<file path="src/rtl/atcdmac300_chsched_pkg.sv">
// Shared constants for the DMA channel scheduler: channel count, index width
// and the scheduler FSM encoding.
package atcdmac300_chsched_pkg;

    localparam int unsigned CH_COUNT = 8;
    localparam int unsigned CH_IDX_W = 3;

    typedef enum logic [1:0] {
        ST_IDLE  = 2'd0,
        ST_ARB   = 2'd1,
        ST_ISSUE = 2'd2,
        ST_WAIT  = 2'd3
    } sched_state_e;

endpackage

</file>
<file path="src/rtl/atcdmac300_arbiter.sv">
// Two-level round-robin channel arbiter: high-level requests beat low-level ones,
// and within a level the search starts at current_channel+1 and wraps.
module atcdmac300_arbiter
    import atcdmac300_chsched_pkg::*;
(
    input  logic [CH_COUNT-1:0] ch_request,
    input  logic [CH_COUNT-1:0] ch_level,
    input  logic [CH_IDX_W-1:0] current_channel,
    output logic [CH_IDX_W-1:0] granted_channel
);

    logic                hi_found;
    logic                lo_found;
    logic [CH_IDX_W-1:0] hi_ch;
    logic [CH_IDX_W-1:0] lo_ch;
    logic [CH_IDX_W-1:0] idx;

    // Offset CH_COUNT wraps back to current_channel itself, so it is searched last.
    always_comb begin
        hi_found = 1'b0;
        lo_found = 1'b0;
        hi_ch    = '0;
        lo_ch    = '0;
        idx      = '0;
        for (int unsigned k = 1; k <= CH_COUNT; k++) begin
            idx = current_channel + CH_IDX_W'(k);
            if (ch_request[idx]) begin
                if (ch_level[idx] && !hi_found) begin
                    hi_found = 1'b1;
                    hi_ch    = idx;
                end
                if (!ch_level[idx] && !lo_found) begin
                    lo_found = 1'b1;
                    lo_ch    = idx;
                end
            end
        end
        granted_channel = hi_found ? hi_ch : lo_ch;
    end

endmodule

</file>
<file path="src/rtl/atcdmac300_chsched.sv">
// DMA channel scheduler: arbitrates channel requests, issues the winner to the
// data engine over valid/ready and holds until the engine reports the burst done.
module atcdmac300_chsched
    import atcdmac300_chsched_pkg::*;
#(
    parameter int unsigned CH_NUM = CH_COUNT
) (
    input  logic                hclk,
    input  logic                hreset,
    input  logic                dma_en,
    input  logic [CH_NUM-1:0]   ch_en,
    input  logic [CH_NUM-1:0]   ch_pending,
    input  logic [CH_NUM-1:0]   ch_level,
    input  logic [CH_NUM-1:0]   ch_abort,
    input  logic                eng_ready,
    input  logic                eng_done,
    output logic                eng_valid,
    output logic [CH_IDX_W-1:0] eng_ch,
    output logic [CH_IDX_W-1:0] current_channel,
    output logic                busy
);

    sched_state_e        state;
    sched_state_e        state_next;
    logic [CH_NUM-1:0]   req;
    logic                any_req;
    logic                withdraw;
    logic                load_grant;
    logic                accept;
    logic [CH_IDX_W-1:0] grant_ch;
    logic [CH_IDX_W-1:0] granted_channel;

    assign req      = dma_en ? (ch_en & ch_pending & ~ch_abort) : '0;
    assign any_req  = |req;
    assign withdraw = ch_abort[grant_ch] || !ch_en[grant_ch];

    atcdmac300_arbiter u_arbiter (
        .ch_request      (req),
        .ch_level        (ch_level),
        .current_channel (current_channel),
        .granted_channel (granted_channel)
    );

    // Next-state decode; a handshake in ISSUE wins over a same-cycle withdraw.
    always_comb begin
        state_next = state;
        load_grant = 1'b0;
        accept     = 1'b0;
        case (state)
            ST_IDLE: begin
                if (any_req) state_next = ST_ARB;
            end
            ST_ARB: begin
                if (any_req) begin
                    load_grant = 1'b1;
                    state_next = ST_ISSUE;
                end else begin
                    state_next = ST_IDLE;
                end
            end
            ST_ISSUE: begin
                if (eng_ready) begin
                    accept     = 1'b1;
                    state_next = ST_WAIT;
                end else if (withdraw) begin
                    state_next = ST_IDLE;
                end
            end
            ST_WAIT: begin
                if (eng_done) state_next = any_req ? ST_ARB : ST_IDLE;
            end
            default: state_next = ST_IDLE;
        endcase
    end

    // State and registered outputs.
    always_ff @(posedge hclk or posedge hreset) begin
        if (hreset) begin
            state           <= ST_IDLE;
            grant_ch        <= '0;
            eng_valid       <= 1'b0;
            eng_ch          <= '0;
            current_channel <= '0;
            busy            <= 1'b0;
        end else begin
            state     <= state_next;
            eng_valid <= (state_next == ST_ISSUE);
            busy      <= (state_next != ST_IDLE);
            if (load_grant) begin
                grant_ch <= granted_channel;
                eng_ch   <= granted_channel;
            end
            if (accept) current_channel <= grant_ch;
        end
    end

endmodule

</file>
<file path="config.mk">
export PLATFORM = sky130hd
export DESIGN_NAME = atcdmac300_chsched
export DESIGN_NICKNAME = d
export VERILOG_FILES = /design/src/rtl/atcdmac300_chsched_pkg.sv /design/src/rtl/atcdmac300_arbiter.sv /design/src/rtl/atcdmac300_chsched.sv
export SDC_FILE = /design/constraint.sdc
export NUM_CORES = 1
export LEC_CHECK = 0
export ABC_AREA = 1
export ABC_CLOCK_PERIOD_IN_PS = 2950
export CORE_MARGIN = 3
export CORE_UTILIZATION = 46
export DETAILED_ROUTE_END_ITERATION = 7
export GPL_TIMING_DRIVEN = 0
export PLACE_DENSITY = 0.75
export SLEW_MARGIN = 25
export SYNTH_ARGS = -nofsm -noshare
export SYNTH_HDL_FRONTEND = slang
export SYNTH_SLANG_ARGS = --single-unit
</file>
<file path="constraint.sdc">
create_clock -name hclk -period 2.95 [get_ports hclk]
set_input_delay 0.59 -clock hclk [delete_from_list [all_inputs] [get_ports hclk]]
set_output_delay 0.59 -clock hclk [all_outputs]
set_load 0.01 [all_outputs]
</file>
### Yosys cells after proc, flatten, opt, wreduce, memory -nomap -nowiden

Index checks and enable logic that the tools add are counted.

| storage, ports and cells | value |
|---|---|
| bits in registers | 10 |
| input port bits | 37 |
| word-level logic and storage cells | 179 |

| cells by class | value |
|---|---|
| $add $sub $neg | 7 |
| order comparisons | 9 |
| equality and inequality tests | 4 |
| mux-type cells | 111 |
| bitwise operators | 3 |
| reductions and logical operators | 40 |

Operator list:

| cell | count |
|---|---|
| $mux 3 | 33 |
| $bmux 1 s3 | 18 |
| $mux 1 | 53 |
| $lt 3x4->1 const B | 9 |
| $logic_not 1->1 | 22 |
| $and 8x8->8 | 2 |
| $logic_and 1x1->1 | 14 |
| $add 3x3->3 const B | 4 |
| $mux 2 | 5 |
| $mux 8 | 1 |
| $not 8->8 | 1 |
| $pmux 2 s4 | 1 |
| $reduce_or 8->1 | 1 |
| $add 3x2->3 const B | 2 |
| $eq 2x2->1 const B | 3 |
| $add 3x1->3 const B | 1 |
| $eq 2x1->1 const B | 1 |
| $logic_not 2->1 | 1 |
| $reduce_bool 2->1 | 1 |
| $logic_or 1x1->1 | 1 |

### Depth between registers and ports, before layout

Gate-level depths: netlist of run 1.

| logic depth | value |
|---|---|
| word-level depth | 35 |
| gate-level depth with buffers | 25 |
| gate-level depth less buffers | 21 |

### Cells and area by module

A second synthesis of run 1 with hierarchy kept.

| second synthesis, totals | value |
|---|---|
| cell total of the unflattened synthesis | 426 |
| area total of the unflattened synthesis | 2456.1 um^2 |

By module, submodules not included:

| module | instances | cells each | area each (um^2) | seq. area each (um^2) |
|---|---|---|---|---|
| atcdmac300_arbiter | 1 | 316 | 1712.9 | 0.0 |
| atcdmac300_chsched | 1 | 110 | 743.2 | 250.2 |

### Least setup slack after synthesis of run 1

No wires, ideal clock.

| timing path | value |
|---|---|
| path kind | register to register |
| start | register current_channel[1] |
| end | register grant_ch[1] |
| setup time | 0.117 ns |
| arrival time | 2.701 ns |
| path slack | 0.131 ns |
| stages on the path, launching flop included | 22 |
| path buffers | 3 |
| cells stage by stage | dfrtp_1 inv_1 buf_2 ha_1 buf_4 inv_2 buf_6 nand2_1 o21ai_1 nand2_1 nand2_2 inv_1 nand2_1 nand3_4 nor3_4 nand2_2 nor2_4 inv_2 a21oi_1 nand2_1 nand3_1 nand2_1 |

| between the ends | value |
|---|---|
| cells in the longest elaborated chain, start to end | 34 |
| elaborated cells on any way between the ends | 137 |

Ends and longest elaborated chain:

| what | RTL line | text |
|---|---|---|
| start, declared | atcdmac300_chsched.sv:19 | `output logic [CH_IDX_W-1:0] current_channel,` |
| start signal, assigned | atcdmac300_chsched.sv:93 | `if (accept) current_channel <= grant_ch;` |
| $add 3x1->3 | atcdmac300_arbiter.sv:26 | `idx = current_channel + CH_IDX_W'(k);` |
| $bmux 1 s3 | atcdmac300_arbiter.sv:28, atcdmac300_arbiter.sv:32 |  |
| $mux 1 (not written as such) | atcdmac300_arbiter.sv:28, atcdmac300_arbiter.sv:32 |  |
| $mux 1, on equally long branches | atcdmac300_arbiter.sv:32, atcdmac300_arbiter.sv:28 |  |
| $mux 1 | atcdmac300_arbiter.sv:27 | `if (ch_request[idx]) begin` |
| $logic_not 1->1, on equally long branches | atcdmac300_arbiter.sv:32, atcdmac300_arbiter.sv:28 |  |
| $logic_and 1x1->1, on equally long branches | atcdmac300_arbiter.sv:32, atcdmac300_arbiter.sv:28 |  |
| $mux 1, on equally long branches | atcdmac300_arbiter.sv:32, atcdmac300_arbiter.sv:28 |  |
| (+18 left out) | - |  |
| $logic_and 1x1->1, on equally long branches | atcdmac300_arbiter.sv:32, atcdmac300_arbiter.sv:28 |  |
| $mux 1, on equally long branches | atcdmac300_arbiter.sv:32, atcdmac300_arbiter.sv:28 |  |
| $mux 1 | atcdmac300_arbiter.sv:27 |  |
| $logic_not 1->1, on equally long branches | atcdmac300_arbiter.sv:32, atcdmac300_arbiter.sv:28 |  |
| $logic_and 1x1->1, on equally long branches | atcdmac300_arbiter.sv:32, atcdmac300_arbiter.sv:28 |  |
| $mux 3, or another cell as far along | atcdmac300_arbiter.sv:32 | `if (!ch_level[idx] && !lo_found) begin` |
| $mux 3 or $mux 1 (tied branches) | atcdmac300_arbiter.sv:27 |  |
| $mux 3 (*) | atcdmac300_arbiter.sv:38 | `granted_channel = hi_found ? hi_ch : lo_ch;` |
| end signal, assigned | atcdmac300_chsched.sv:90 | `grant_ch <= granted_channel;` |
| end, declared | atcdmac300_chsched.sv:30 | `logic [CH_IDX_W-1:0] grant_ch;` |

Mark *: on every way between the ends. The rest lies on a longest branch, timed or not. The select of a mux whose other input is x is not followed.
A chain may end at the register's enable or synchronous reset.

### Final worst setup path of run 1

| timing path | value |
|---|---|
| start | register current_channel[0] |
| end | register grant_ch[1] |

Same word-level chain as after synthesis.

==> impl_metrics.toml, run 1 <==
[synth]
synth_top_family_by_area = "simple AND/OR/NAND/NOR gates"
syn_area_um2 = 2220
ys_ff_latch = 10
synth_common_cells = "nand2_1, nand3_1, inv_1, nor2_1, o21ai_0"
synth_area_leader_cell = "nand2_1"
yosys_most_used_dff = "dfrtp_1"
synth-compound-area-share_pct = 13.0
synth_edf_count = 0
yosys.area_share.adder_pct = 1.12
syn_area_per_cell_um2 = 5.45
synth_warnings = 0
syn_inst = 408
yosys.cell_count.top_type = "nand2_1"
ys_async_sr_fraction_pct = 100
synthMuxAreaShare_pct = 0
synth_cell_types = 36
ys_seq_area_share_pct = 11.2
synth_area_leaders = "nand2_1, nand3_1, dfrtp_1, inv_1, o21ai_0"
synth_top_area_share_pct = 22.3
syn_nets = 447
synth_xor_area_share_pct = 2.70
yosys.area_share.simple_pct = 57.1

[critical_path]
crit_path_end_kind = "flip-flop"
worst-r2r-cell-count = 19
cp_slowest_cell = "dfrtp_1"
endpoint = "grant_ch[1]"
path_cells = "buf_6 -> clkinv_8 -> ha_4 -> buf_6 -> inv_6 -> buf_8 -> nand3_1 -> nand2_1 -> nand2_1 -> nand2_1 -> nor2_4 -> nor3_4 -> nand2_2 -> nor2_4 -> inv_2 -> a21oi_1 -> nand2_1 -> nand3_1 -> nand2_1"
cp_num_cells = 19
r2r_start = "current_channel[0]"
arrival_ns = 2.90
critical_path.most_common_cell = "nand2_1"
path_buf_inv = 6
cp-startpoint = "current_channel[0]"
critPathKind = "reg -> reg"
cp.required_ns = 3.09
ff2ff_setup_slack_ns = 0.19
start_kind = "flip-flop"
path_delay_family = "simple AND/OR/NAND/NOR gates"
r2r-end = "grant_ch[1]"
cpPeakStageDelay_ns = 0.41
critPathMaxFanout = 11

[drt]
dr.first_iter.drc_count = 209
avgViaCountPerCell = 5.31
wl_per_cell_um = 13.2
ant_nets = 0
routed_wl_mm = 6.89
vias = 2782
drc = 0
drt_first_pass_iters = 5

[sta]
hold_violations = 0
max_freq_mhz = 362
drv_slew = 0
period_share_pct = 93.6
skew_ns = 0.00107
period_minus_slack_ns = 2.76
slew_headroom_pct = 67.1
tightest_slew_ns = 0.493
setup_violations = 0

[grt]
grt_max_degree = 18
antenna_found_initial = 0
grt-ovfl-total = 0
grt_pass1_wl_mm = 11.1
grt_pass1_vias = 2449
grt_usage_pct = 25.0

[status]
outcome = "completed"

[clock_tree]
clkLatencyLatePin_ns = 0.25
cts_max_level = 1
cts_tree = "done"
clkTransAtPathRegs_ns = 0.05
clkSinkCount = 10
clock-root-buffer = "clkbuf_8"
cts_made_buffers = 3
clockBufferDepth = 2

[worst_hold_path]
min_path_type = "reg -> reg"

[place]
place.port_buffers = 44
gp_congestion = 0.939
dpl-instance-area_um2 = 2730
dp_hpwl_mm = 5.56

[floorplan]
core_um2 = 4500
die-area_um2 = 5710
die_y_um = 75.5
start_util_pct = 49.4
num_io_pins = 45
num_rows = 24
die_w_um = 75.5

[cells_and_area]
fin_nets = 512
synthToLayoutAreaGrowth_pct = 34.1
utilization_pct = 66.3
post-route-cell-area_um2 = 2980
num_antenna_cells = 0
drive_gt1_share_pct = 16.5

[job]
maxCapViolations = 0
layout make-up:
cell class / count / area, um^2
Buffer: 8 / 81.3
Inverter: 65 / 264
Sequential cell: 10 / 251
Fill cell: 457 / 1520
Multi-Input combinational cell: 324 / 1700
Timing Repair Buffer: 61 / 568
Tap cell: 52 / 65.1
Clock buffer: 4 / 55.1
worst reg2reg max path, cell delays in order, from the launching register on:
cell and delay [ns]:
dfrtp_1 0.41, buf_6 0.15, clkinv_8 0.07, ha_4 0.24, buf_6 0.14, inv_6 0.08, buf_8 0.12, nand3_1 0.13
nand2_1 0.10, nand2_1 0.05, nand2_1 0.20, nor2_4 0.08, nor3_4 0.30, nand2_2 0.11, nor2_4 0.14, inv_2 0.04
a21oi_1 0.11, nand2_1 0.06, nand3_1 0.07, nand2_1 0.05
through the flow:
stage	worst slack (ns)	TNS, ns	cells	hold slack (ns)
floorplan	0.131	0	408	0.430
global placement	-0.272	-0.796	504	0.553
detailed placement	-0.331	-0.947	504	0.557
CTS	0.0221	0	514	0.568
global route	-0.0166	-0.0166	524	0.601
finish	0.189	0	524	0.575
worst min path at each step:
stage / startpoint / end / slack [ns] / cells after the start
floorplan: hreset / busy / 0.43 / 1
global placement: grant_ch[2] / grant_ch[2] / 0.55 / 2
detailed placement: grant_ch[2] / grant_ch[2] / 0.56 / 2
CTS: grant_ch[2] / grant_ch[2] / 0.57 / 2
global route: grant_ch[2] / grant_ch[2] / 0.60 / 2
finish: grant_ch[2] / grant_ch[2] / 0.57 / 2
layer usage:
metal,wire length [um],track usage [%],up-vias
met5,0,0,-
met2,3270,42.9,71
li1,-,-,1447
met3,282,1.19,3
met1,3300,35.0,1261
met4,38,4.47,0
timing repair:
action                                  in CTS  in global routing
hold endpoints to repair                     0                  0
gates resized for setup                      7                 22
pin swaps                                    3                  6
endpoints found under the setup margin       3                  3
setup buffers                                7                 10
hold buffers                                 0                  0
state kept, by name, indices dropped and copies added (netlist names):
name / cells
current_channel: 3
grant_ch: 3
state: 2
busy: 1
eng_valid: 1
cells by family after synthesis:
kind of cell	after synthesis
and+or+nand+nor	267
buffers and inverters	74
AOI/OAI and AO/OA	52
DFF	10
xor gates and xnor gates	3
adders and majority gates	2
cells in the final DEF (no fill, tap or decap), types with 3 or more instances in the layout:
cell               n
nor2_1            25
nand3_1           71
nand2_4            3
o21ai_2            4
buf_6              5
inv_2              6
inv_1             56
o21ai_1            8
o21ai_0           21
a21oi_1            9
dfrtp_1            9
nand2_2            7
o211ai_1           3
nor2_2             6
buf_4             17
nand3_2            3
clkbuf_8           4
nor2_4             6
nand2_1          130
clkdlybuf4s50_1   44
a31oi_1            3
nand4_1            8
Power of run 1 is not shown: default switching activity piles up to over one toggle a cycle in this logic, so the estimate is an artifact.
==> run 2: changes to the inputs <==
--- a/config.mk
+++ b/config.mk
@@ -16,3 +16,4 @@
 export SYNTH_ARGS = -nofsm -noshare
 export SYNTH_HDL_FRONTEND = slang
 export SYNTH_SLANG_ARGS = --single-unit
+export TNS_END_PERCENT = 10
==> impl_metrics.toml, run 2 (same netlist as run 1, synthesis figures left out) <==
[status]
outcome = "completed"

[clock_tree]
clockBufferDepth = 2
clock-root-buffer = "clkbuf_8"
clkSinkCount = 10
cts_made_buffers = 3
cts_tree = "done"
clkTransAtPathRegs_ns = 0.05
clkLatencyLatePin_ns = 0.25
cts_max_level = 1
cts_hold_buf = 0

[worst_hold_path]
min_path_cells = 2
whs_endpoint = "grant_ch[2]"
worst_hold_startpoint = "grant_ch[2]"
min_path_type = "reg -> reg"

[sta]
max_freq_mhz = 360
hold_violations = 0
setup_violations = 0
period_minus_slack_ns = 2.78
tightest_slew_ns = 0.491
drv_slew = 0
slew_headroom_pct = 67.2
finalSetupTns_ns = 0
skew_ns = 0.000872
period_share_pct = 94.2
rsz0062_at_grt = "true"

[cells_and_area]
num_antenna_cells = 0
reg_top3 = "current_channel: 3 flops, grant_ch: 3 flops, state: 2 flops"
final_cell_mix = "nand2_1, nand3_1, inv_1"
drive_gt1_share_pct = 14.3
final_common_cell = "nand2_1"
synthToLayoutAreaGrowth_pct = 31.8
utilization_pct = 65.1
fin_nets = 507
post-route-cell-area_um2 = 2930

[floorplan]
num_rows = 24
die_y_um = 75.5
die-area_um2 = 5710
core_um2 = 4500
die_w_um = 75.5
num_io_pins = 45
start_util_pct = 49.4

[grt]
grt_pass1_wl_mm = 11.1
grt_max_degree = 18
antenna_found_initial = 0
grt-ovfl-total = 0
grt_pass1_vias = 2449
grt_usage_pct = 25.0

[critical_path]
critPathMaxFanout = 17
r2r-end = "grant_ch[1]"
crit_path_end_kind = "flip-flop"
arrival_ns = 2.92
ff2ff_setup_slack_ns = 0.17
worst-r2r-cell-count = 17
critPathKind = "reg -> reg"
cp.required_ns = 3.09
cp-startpoint = "current_channel[0]"
r2r_start = "current_channel[0]"
start_kind = "flip-flop"

[drt]
ant_nets = 0
avgViaCountPerCell = 5.24
routed_wl_mm = 6.84
wl_per_cell_um = 13.2
dr.first_iter.drc_count = 217
vias = 2722
drt_first_pass_iters = 4
drc = 0

[place]
place.port_buffers = 44
dp_hpwl_mm = 5.56
dpl-instance-area_um2 = 2730
gp_congestion = 0.939

[job]
maxCapViolations = 0
## run 2: changes by cell type in the layout (fill, tap and decap cells not counted)
cell	before	now
buf_4	17	12
nor2_1	25	30
nor2_2	6	1
inv_1	56	57
inv_2	6	5
nand2_1	130	129
nand2_2	7	8
o21ai_1	8	9
o21ai_2	4	3
## run 2: worst max-delay path by stage
stage | to | slack, ns
detailed placement | grant_ch[2] | -0.33
global route | grant_ch[2] | -0.02
CTS | grant_ch[2] | 0.02
finish | grant_ch[1] | 0.17
floorplan | grant_ch[1] | 0.13
global placement | grant_ch[2] | -0.27
## run 2: layout make-up
cell class,instances,area (um^2)
tap,52,65.1
clock buffer,4,55.1
multi-input combinational,324,1690
buffer,8,81.3
timing repair buffer,56,531
fill,466,1570
sequential,10,251
inverter,65,264
## run 2: per-layer routing
layer,up-vias,share of wire (%),GRT usage (%)
li1,1439,-,-
met1,1216,48,35.0
met2,64,47,42.9
met3,3,4.0,1.19
met4,0,0.57,4.47
met5,-,0,0
## run 2: repair_timing
| action | 4_1_cts | 5_1_grt |
|---|---|---|
| resized for setup | 7 | 16 |
| pin swaps | 3 | 6 |
| buffers inserted | 7 | 5 |
| endpoints found under the setup margin | 3 | 3 |
## run 2: critical path: stages, from the launching register on
cell      delay (ns)
dfrtp_1         0.40
buf_6           0.14
clkinv_8        0.08
ha_4            0.27
buf_6           0.14
inv_6           0.05
nand2_1         0.06
o21ai_1         0.11
o21ai_0         0.40
nor2_4          0.12
nor3_4          0.30
nand2_2         0.11
nor2_4          0.14
inv_2           0.04
a21oi_1         0.11
nand2_1         0.06
nand3_1         0.07
nand2_1         0.05
## run 2: through the flow
stage	hold slack, ns	worst slack (ns)	std cells
after floorplan	0.430	0.131	408
after global placement	0.553	-0.272	504
after detailed placement	0.557	-0.331	504
after CTS	0.568	0.0221	514
after global routing	0.601	-0.0229	519
final	0.575	0.171	519
Power of run 2 is left out for the same reason.
